--- src/rtl/l2_req_arbiter_pkg.sv ---
// Shared L2 request arbiter definitions: FSM states, owner ids, direction and
// enable encodings, and the I-cache win rule used during arbitration.
package l2_req_arbiter_pkg;

  typedef enum logic [1:0] {
    ARB_IDLE  = 2'd0,
    ARB_ISSUE = 2'd1,
    ARB_WAIT  = 2'd2,
    ARB_DONE  = 2'd3
  } arb_state_e;

  localparam logic OWNER_IC = 1'b0;
  localparam logic OWNER_DC = 1'b1;

  localparam logic READ  = 1'b0;
  localparam logic WRITE = 1'b1;

  localparam logic ENABLE  = 1'b1;
  localparam logic DISABLE = 1'b0;

  // D-cache wins by default; the I-cache wins when alone or once starved.
  function automatic logic ic_wins(input logic ic_req, input logic dc_req,
                                   input logic starve_hit);
    return ic_req && (!dc_req || starve_hit);
  endfunction

endpackage

--- src/rtl/l2_req_arbiter_if.sv ---
// L1 I/D miss request and L2 issue bundle seen by the L2 request arbiter.
interface l2_req_arbiter_if #(
  parameter int ADDR_W = 32
);
  logic              ic_req;
  logic [ADDR_W-1:0] ic_addr;
  logic              ic_grant;
  logic              ic_done;
  logic              dc_req;
  logic [ADDR_W-1:0] dc_addr;
  logic              dc_rw;
  logic              dc_grant;
  logic              dc_done;
  logic              l2_req;
  logic [ADDR_W-1:0] l2_addr;
  logic              l2_rw;
  logic              l2_busy;
  logic              l2_done;
  logic              owner;

  // Arbiter side.
  modport slave (
    input  ic_req, ic_addr, dc_req, dc_addr, dc_rw, l2_busy, l2_done,
    output ic_grant, ic_done, dc_grant, dc_done, l2_req, l2_addr, l2_rw, owner
  );

  // Requester / L2 side.
  modport master (
    output ic_req, ic_addr, dc_req, dc_addr, dc_rw, l2_busy, l2_done,
    input  ic_grant, ic_done, dc_grant, dc_done, l2_req, l2_addr, l2_rw, owner
  );
endinterface

--- src/rtl/l2_arb_starve_ctr.sv ---
// Saturating count of consecutive D-cache wins while the I-cache waits;
// starve_hit forces the next arbitration to the I-cache.
module l2_arb_starve_ctr #(
  parameter int STARVE_MAX = 4
) (
  input  logic clk,
  input  logic rst,
  input  logic arb_en,
  input  logic ic_req,
  input  logic ic_win,
  output logic starve_hit
);
  localparam int CW = (STARVE_MAX < 1) ? 1 : $clog2(STARVE_MAX + 1);
  localparam logic [CW-1:0] CNT_MAX = CW'(STARVE_MAX);

  logic [CW-1:0] starve_cnt;

  // Only moves on arbitration cycles; an I grant or an idle I-cache clears it.
  always_ff @(posedge clk) begin
    if (rst) begin
      starve_cnt <= '0;
    end else if (arb_en) begin
      if (!ic_req || ic_win)
        starve_cnt <= '0;
      else if (starve_cnt != CNT_MAX)
        starve_cnt <= starve_cnt + CW'(1);
    end
  end

  assign starve_hit = (starve_cnt == CNT_MAX);

endmodule

--- src/rtl/l2_req_arbiter.sv ---
// Two-requester (L1 I/D) arbiter for the shared L2: picks a winner, latches
// its address/direction, issues one L2 request and holds ownership until
// L2 completes, then pulses the owner's done.
module l2_req_arbiter
  import l2_req_arbiter_pkg::*;
#(
  parameter int ADDR_W     = 32,
  parameter int STARVE_MAX = 4
) (
  input logic              clk,
  input logic              rst,
  l2_req_arbiter_if.slave  bus
);
  arb_state_e        state, state_nxt;
  logic              owner_q;
  logic              rw_q;
  logic [ADDR_W-1:0] addr_q;
  logic              any_req, arb_en, ic_win, starve_hit;
  logic              grant_c, done_c, l2_req_c;

  assign any_req = bus.ic_req | bus.dc_req;
  assign arb_en  = (state == ARB_IDLE) && any_req;
  assign ic_win  = ic_wins(bus.ic_req, bus.dc_req, starve_hit);

  l2_arb_starve_ctr #(.STARVE_MAX(STARVE_MAX)) u_starve (
    .clk        (clk),
    .rst        (rst),
    .arb_en     (arb_en),
    .ic_req     (bus.ic_req),
    .ic_win     (ic_win),
    .starve_hit (starve_hit)
  );

  // State register.
  always_ff @(posedge clk) begin
    if (rst) state <= ARB_IDLE;
    else     state <= state_nxt;
  end

  // Next state and per-state grant/done/issue strobes. l2_done is only
  // looked at in WAIT, so a done coincident with the issue pulse is ignored.
  always_comb begin
    state_nxt = state;
    grant_c   = DISABLE;
    done_c    = DISABLE;
    l2_req_c  = DISABLE;
    case (state)
      ARB_IDLE: begin
        if (any_req) state_nxt = ARB_ISSUE;
      end
      ARB_ISSUE: begin
        grant_c = ENABLE;
        if (!bus.l2_busy) begin
          l2_req_c  = ENABLE;
          state_nxt = ARB_WAIT;
        end
      end
      ARB_WAIT: begin
        grant_c = ENABLE;
        if (bus.l2_done) state_nxt = ARB_DONE;
      end
      ARB_DONE: begin
        done_c    = ENABLE;
        state_nxt = ARB_IDLE;
      end
      default: state_nxt = ARB_IDLE;
    endcase
  end

  // Winner's request is captured once at arbitration and held until the
  // next one; later changes on the L1 inputs are not sampled.
  always_ff @(posedge clk) begin
    if (rst) begin
      owner_q <= OWNER_IC;
      rw_q    <= READ;
      addr_q  <= '0;
    end else if (arb_en) begin
      owner_q <= ic_win ? OWNER_IC : OWNER_DC;
      addr_q  <= ic_win ? bus.ic_addr : bus.dc_addr;
      rw_q    <= (!ic_win && bus.dc_rw == WRITE) ? WRITE : READ;
    end
  end

  assign bus.ic_grant = grant_c && (owner_q == OWNER_IC);
  assign bus.dc_grant = grant_c && (owner_q == OWNER_DC);
  assign bus.ic_done  = done_c  && (owner_q == OWNER_IC);
  assign bus.dc_done  = done_c  && (owner_q == OWNER_DC);
  assign bus.l2_req   = l2_req_c;
  assign bus.l2_addr  = addr_q;
  assign bus.l2_rw    = rw_q;
  assign bus.owner    = owner_q;

endmodule
--- src/flat_wrapper.sv ---
// flat-port wrapper written by rule: the top's interface ports become plain ports
module l2_req_arbiter_flat import l2_req_arbiter_pkg::*;
#(
  parameter int ADDR_W     = 32,
  parameter int STARVE_MAX = 4
)
  (clk, rst, bus_ic_req, bus_ic_addr, bus_dc_req, bus_dc_addr, bus_dc_rw, bus_l2_busy, bus_l2_done, bus_ic_grant, bus_ic_done, bus_dc_grant, bus_dc_done, bus_l2_req, bus_l2_addr, bus_l2_rw, bus_owner);
  l2_req_arbiter_if #(.ADDR_W(ADDR_W)) bus_i ();
  input logic clk;
  input logic rst;
  input wire logic [$bits(bus_i.ic_req)-1:0] bus_ic_req;
  input wire logic [$bits(bus_i.ic_addr)-1:0] bus_ic_addr;
  input wire logic [$bits(bus_i.dc_req)-1:0] bus_dc_req;
  input wire logic [$bits(bus_i.dc_addr)-1:0] bus_dc_addr;
  input wire logic [$bits(bus_i.dc_rw)-1:0] bus_dc_rw;
  input wire logic [$bits(bus_i.l2_busy)-1:0] bus_l2_busy;
  input wire logic [$bits(bus_i.l2_done)-1:0] bus_l2_done;
  output wire logic [$bits(bus_i.ic_grant)-1:0] bus_ic_grant;
  output wire logic [$bits(bus_i.ic_done)-1:0] bus_ic_done;
  output wire logic [$bits(bus_i.dc_grant)-1:0] bus_dc_grant;
  output wire logic [$bits(bus_i.dc_done)-1:0] bus_dc_done;
  output wire logic [$bits(bus_i.l2_req)-1:0] bus_l2_req;
  output wire logic [$bits(bus_i.l2_addr)-1:0] bus_l2_addr;
  output wire logic [$bits(bus_i.l2_rw)-1:0] bus_l2_rw;
  output wire logic [$bits(bus_i.owner)-1:0] bus_owner;
  assign bus_i.ic_req = bus_ic_req;
  assign bus_i.ic_addr = bus_ic_addr;
  assign bus_i.dc_req = bus_dc_req;
  assign bus_i.dc_addr = bus_dc_addr;
  assign bus_i.dc_rw = bus_dc_rw;
  assign bus_i.l2_busy = bus_l2_busy;
  assign bus_i.l2_done = bus_l2_done;
  assign bus_ic_grant = bus_i.ic_grant;
  assign bus_ic_done = bus_i.ic_done;
  assign bus_dc_grant = bus_i.dc_grant;
  assign bus_dc_done = bus_i.dc_done;
  assign bus_l2_req = bus_i.l2_req;
  assign bus_l2_addr = bus_i.l2_addr;
  assign bus_l2_rw = bus_i.l2_rw;
  assign bus_owner = bus_i.owner;
  l2_req_arbiter #(.ADDR_W(ADDR_W), .STARVE_MAX(STARVE_MAX)) u_core (.clk(clk), .rst(rst), .bus(bus_i));
endmodule
--- config.mk ---
export PLATFORM = sky130hd
export DESIGN_NAME = l2_req_arbiter_flat
export DESIGN_NICKNAME = d
export VERILOG_FILES = /design/src/rtl/l2_req_arbiter_pkg.sv /design/src/rtl/l2_req_arbiter_if.sv /design/src/rtl/l2_arb_starve_ctr.sv /design/src/rtl/l2_req_arbiter.sv /design/src/flat_wrapper.sv
export SDC_FILE = /design/constraint.sdc
export NUM_CORES = 1
export LEC_CHECK = 0
export CORE_AREA = 2 2 76 78
export CTS_CLUSTER_DIAMETER = 80
export DETAILED_ROUTE_END_ITERATION = 8
export DIE_AREA = 0 0 78 80
export MAX_ROUTING_LAYER = met4
export PLACE_DENSITY_LB_ADDON = 0.3
export SLEW_MARGIN = 0
export SYNTH_ARGS = -nofsm -noshare
export SYNTH_HDL_FRONTEND = slang
export SYNTH_HIERARCHICAL = 1
export SYNTH_SLANG_ARGS = --single-unit
--- constraint.sdc ---
create_clock -name clk -period 2.4 [get_ports clk]
set_input_delay 0.72 -clock clk [delete_from_list [all_inputs] [get_ports clk]]
set_output_delay 0.72 -clock clk [all_outputs]
set_load 0.02 [all_outputs]
Yosys cells after proc, flatten, opt, wreduce, memory -nomap -nowiden
Index checks and enable logic that the tools add are counted.
{ "classes": {"add_sub_neg": 1, "mul": 0, "div_mod_pow": 0, "order_cmp": 0, "n_eq_ne": 8, "shifts": 0, "n_mux": 13, "n_bitwise": 2, "reduce_logical": 17} }
{ "op_table": {"columns": ["op", "count"], "rows": [
  ["$mux 32", 1],
  ["$pmux 2 s4", 1],
  ["$logic_and 1x1->1", 7],
  ["$mux 1", 6],
  ["$mux 2", 3],
  ["$mux 3", 2],
  ["$eq 2x2->1 const B", 2],
  ["$ne 2x2->1 const B", 2],
  ["$add 3x1->3 const B", 1],
  ["$eq 3x3->1 const B", 1],
  ["$logic_not 1->1", 3],
  ["$ne 3x3->1 const B", 1],
  ["$reduce_and 3->1", 1],
  ["$eq 2x1->1 const B", 1],
  ["$logic_not 2->1", 1],
  ["$logic_or 1x1->1", 2],
  ["$ne 2x1->1 const B", 1],
  ["$reduce_and 2->1", 1],
  ["$reduce_bool 2->1", 1],
  ["$reduce_or 2->1", 1],
  ["$not 1->1", 1],
  ["$or 1x1->1", 1]
]} }
{ "totals": {"ff_bits": 39, "latchBits": 0, "ram_bits": 0, "romBits": 0, "inputBits": 71, "mem_count": 0} }

Logic depth before layout (Yosys ltp)
{ "logic_depth": {"word_depth": 6, "mapped_depth": 10} }

Cells and area by module
Netlist, hierarchy kept.
{ "by_module_without_submodules": {"columns": ["mod", "n_inst", "cells_per_inst", "area_each_um2", "seq_area_each_um2"], "rows": [
  ["l2_req_arbiter", 1, 219, 1865.5, 720.7],
  ["l2_arb_starve_ctr", 1, 22, 181.4, 60.1]
]} }

Worst setup path after synthesis
Ideal clock, no wire load.
{ "synth_path": {"kind": "register to output", "start": "register u_core.state[1]", "end": "output port bus_ic_grant", "t_arrival_ps": 1049, "required_ps": 1680, "setup_slack_ps": 631, "stages_incl_launch_ff": 4, "path_buffers": 0, "path_cell_list": "dfxtp_1 inv_1 ha_1 nor2b_1"} }
{ "synth_via": {"elab_chain_cells": 4, "elab_cells_between_ends": 5} }
{ "synth_lines": {"columns": ["element", "line_no", "rtl"], "rows": [
  ["start, declared", "l2_req_arbiter.sv:14", "arb_state_e state, state_nxt;"],
  ["start signal, assigned", "l2_req_arbiter.sv:37", "else state <= state_nxt;"],
  ["$eq 2x1->1 / $eq 2x2->1 (equally long branches)", "l2_req_arbiter.sv:47", "case (state)"],
  ["$reduce_or 2->1 (no line) (*)", null, null],
  ["$mux 1 (*)", "l2_req_arbiter.sv:47", null],
  ["$logic_and 1x1->1 (*)", "l2_req_arbiter.sv:84", "assign bus.ic_grant = grant_c && (owner_q == OWNER_IC);"],
  ["end, declared", "flat_wrapper.sv:18", "output wire logic [$bits(bus_i.ic_grant)-1:0] bus_ic_grant;"]
]} }
Every way passes the cells marked *; elsewhere a longest branch is shown, timed or not.

Final worst setup path
{ "layout_path": {"start": "input port bus_l2_busy", "end": "output port bus_l2_req"} }
{ "layout_via": {"elab_chain_cells": 2} }
{ "layout_lines": {"columns": ["element", "line_no", "rtl"], "rows": [
  ["start, declared", "flat_wrapper.sv:16", "input wire logic [$bits(bus_i.l2_busy)-1:0] bus_l2_busy;"],
  ["$mux 1", "l2_req_arbiter.sv:53", "if (!bus.l2_busy) begin"],
  ["$mux 1", "l2_req_arbiter.sv:47", null],
  ["end, declared", "flat_wrapper.sv:22", "output wire logic [$bits(bus_i.l2_req)-1:0] bus_l2_req;"]
]} }
No other way between the ends.

==> impl_metrics.py <==
metrics = {
    "synthesis": {
        "postSynth.asyncResetShare_pct": 0,
        "synth_top_area_cell": "dfxtp_1",
        "synth_flop_cell": "dfxtp_1",
        "synth-edff-count": 0,
        "synth_area_um2": 2047,
        "ys_seq_elements": 39,
        "ys_seq_area_share_pct": 38.14,
        "synth_nets": 319,
        "synth_top_area_share_pct": 38.14,
        "syn_inst": 241,
        "avgSynthCellArea_um2": 8.494,
        "synthTopCellsByArea": "dfxtp_1, a311oi_1, nand3_1",
        "synth_most_common_cell": "dfxtp_1",
        "synth_common_cells": "dfxtp_1, nor2_1, nand3_1",
        "synth_cell_types": 30,
        "yosys_warnings": 6,
    },
    "placed_design": {
        "place_area_um2": 3207,
        "gp_congestion": 0.7632,
        "portBuffers": 109,
        "hpwl_mm": 4.342,
    },
    "critical_path": {
        "end_kind": "primary output",
        "slowest_stage": "clkdlybuf4s50_1",
        "required_ns": 1.68,
        "critPathMaxFanout": 2,
        "critPathMaxStageDelay_ns": 0.43,
        "cp-start-kind": "input port",
        "cp_cell_sequence": "clkdlybuf4s50_1, nor2b_1, dlygate4sd2_1",
        "path_class": "input port to primary output",
        "crit_buf_inv": 2,
        "path_delay_family": "buffers and inverters",
        "arrival_ns": 1.63,
    },
    "power": {
        "p_per_area_nw_per_um2": 1024,
        "ir_worst_vdd_mv": 0.4434,
        "p_leak_nw": 1.210,
        "totalPowerFinal_mw": 3.400,
    },
    "timing": {
        "rsz0062_at_grt": "no",
        "fin_crit_sh_pct": 97.96,
        "min_period_ns": 2.351,
        "relSlewSlack_pct": 63.81,
        "drv_slew": 0,
        "setup_viol": 0,
        "tns_ns": 0,
        "worstMarginPinSlew_ns": 0.5429,
        "hold_ws_ns": 0.4798,
        "finClkSkew_ns": 0.005130,
        "hold_viol_final": 0,
        "clock.fmax_mhz": 425.3,
    },
    "global_route": {
        "grt_pass1_wl_mm": 9.680,
        "grt_pass1_vias": 2064,
        "antenna_found_initial": 0,
        "grt_util_all_layers_pct": 20.06,
        "grt_start_max_net_pins": 34,
        "grt_overflow": 0,
    },
    "routing": {
        "ant_nets": 0,
        "via_count": 2184,
        "vias_per_cell": 5.225,
        "wl_per_cell_um": 14.42,
        "dr.pass1.iters": 4,
        "drt_iter0_drc": 87,
        "drc": 0,
        "drt-total-wl_mm": 6.027,
    },
    "outcome": {
        "outcome": "finished clean",
    },
    "die": {
        "coreArea_um2": 5405,
        "die_y_um": 80,
        "dieArea_um2": 6240,
        "rows": 27,
        "start_util_pct": 37.87,
        "die_x_um": 78,
        "io_pins": 110,
    },
    "hold_path": {
        "min_path_type": "flip-flop to flip-flop",
    },
    "final_layout": {
        "drive_gt1_share_pct": 10.40,
        "multi_input_area_um2": 1097,
        "nNetsFinal": 423,
        "ff_latch_area_um2": 780.7,
        "diodes": 0,
        "fillers": 510,
        "finalInstanceArea_um2": 3321,
        "area_growth_pct": 62.22,
    },
    "cts": {
        "hold_buffers": 0,
        "clk_latency_ns": 0.29,
        "clkTransAtPathRegs_ns": 0.08,
        "root_buffer": "clkbuf_8",
        "clock_path_buffers": 2,
        "ctsResizeCount": 3,
        "cts_buffers": 5,
        "tritoncts": "done",
        "cts_setup_buffers": 0,
        "h-tree-depth": 2,
        "cts.sinks": 39,
    },
    "run": {
        "cap_violations": 0,
    },
}
[cells by family (layout without fill, tap and decap cells)]
family,count (synthesis),count (layout),synth area share [%]
adder cells (fa/ha/maj),7,7,4.279
AND/OR/NAND/NOR,83,83,19.50
multiplexers,1,1,0.4890
AO/OA/AOI/OAI,78,78,29.28
buffers and inverters,33,138,8.313
flip-flops,39,39,38.14
[where the power goes]
group	leakage, nW	switching (mW)	internal, mW
clock network	0.0612	0.227	0.336
logic	0.826	0.955	0.877
registers	0.323	0.126	0.879
total	1.21	1.31	2.09
[per-stage QoR]
stage	instances	utilization [%]	setup WS [ns]
final	418	61.44	0.04899
after global routing	418	61.44	0.002613
after CTS	418	61.44	0.04250
after detailed placement	410	59.33	-0.2340
after global placement	410	59.33	-0.1687
after floorplan	241	-	0.6312
[sequential cells by signal (all words and copies together), names as in the netlist]
name,flops
u_core/bus.owner,1
u_core/bus.l2_rw,1
u_core/state,2
u_core/u_starve/starve_cnt,3
u_core/bus.l2_addr,32
[routing by layer]
| layer | GRT usage (%) | vias to the layer above | wire (um) | share of wire [%] |
|---|---|---|---|---|
| met3 | 5.656 | 4 | 393 | 6.5 |
| met5 | - | - | 0 | 0 |
| met1 | 22.52 | 1009 | 2604 | 43 |
| met4 | 5.263 | 0 | 57 | 0.95 |
| met2 | 35.26 | 76 | 2972 | 49 |
| li1 | - | 1095 | - | - |
[cell usage in the layout (no fill, tap or decap), types with 4 or more instances in the layout]
cell type	Yosys	layout
clkdlybuf4s50_1	0	105
dfxtp_1	39	39
nor2_1	34	34
nand3_1	32	32
o21ai_0	27	27
a311oi_1	22	22
buf_4	0	11
a311oi_2	10	10
inv_1	8	8
o21ai_1	8	8
ha_1	7	7
clkbuf_8	0	6
nand2b_1	4	4
a21oi_1	4	4
[worst paths after layout]
| kind | from | endpoint | slack, ns | cells past startpoint |
|---|---|---|---|---|
| max | bus_l2_busy | bus_l2_req | 0.05 | 3 |
| min | u_core/bus.l2_rw$_SDFFE_PP0P_ | u_core/bus.l2_rw$_SDFFE_PP0P_ | 0.48 | 2 |
| max reg2reg | u_core/u_starve/starve_cnt[0]$_SDFFE_PP0P_ | u_core/bus.l2_addr[10]$_SDFFE_PP0P_ | 0.65 | 8 |
| min reg2reg | u_core/bus.l2_rw$_SDFFE_PP0P_ | u_core/bus.l2_rw$_SDFFE_PP0P_ | 0.48 | 2 |
[final cells by class]
type | count | area share [%]
Timing Repair Buffer | 122 | 36.29
Multi-Input combinational cell | 169 | 33.04
Sequential cell | 39 | 23.51
Tap cell | 72 | 2.713
Clock buffer | 6 | 2.487
Clock inverter | 2 | 1.055
Inverter | 8 | 0.9043
[worst reg2reg max path, stage by stage (launching register included)]
cell	delay, ns
dfxtp_1	0.35
inv_1	0.06
ha_1	0.21
nand2_1	0.11
inv_1	0.05
and2b_2	0.22
buf_4	0.22
o21ai_0	0.11
a311oi_1	0.30
(Power assumes the default switching activity.)
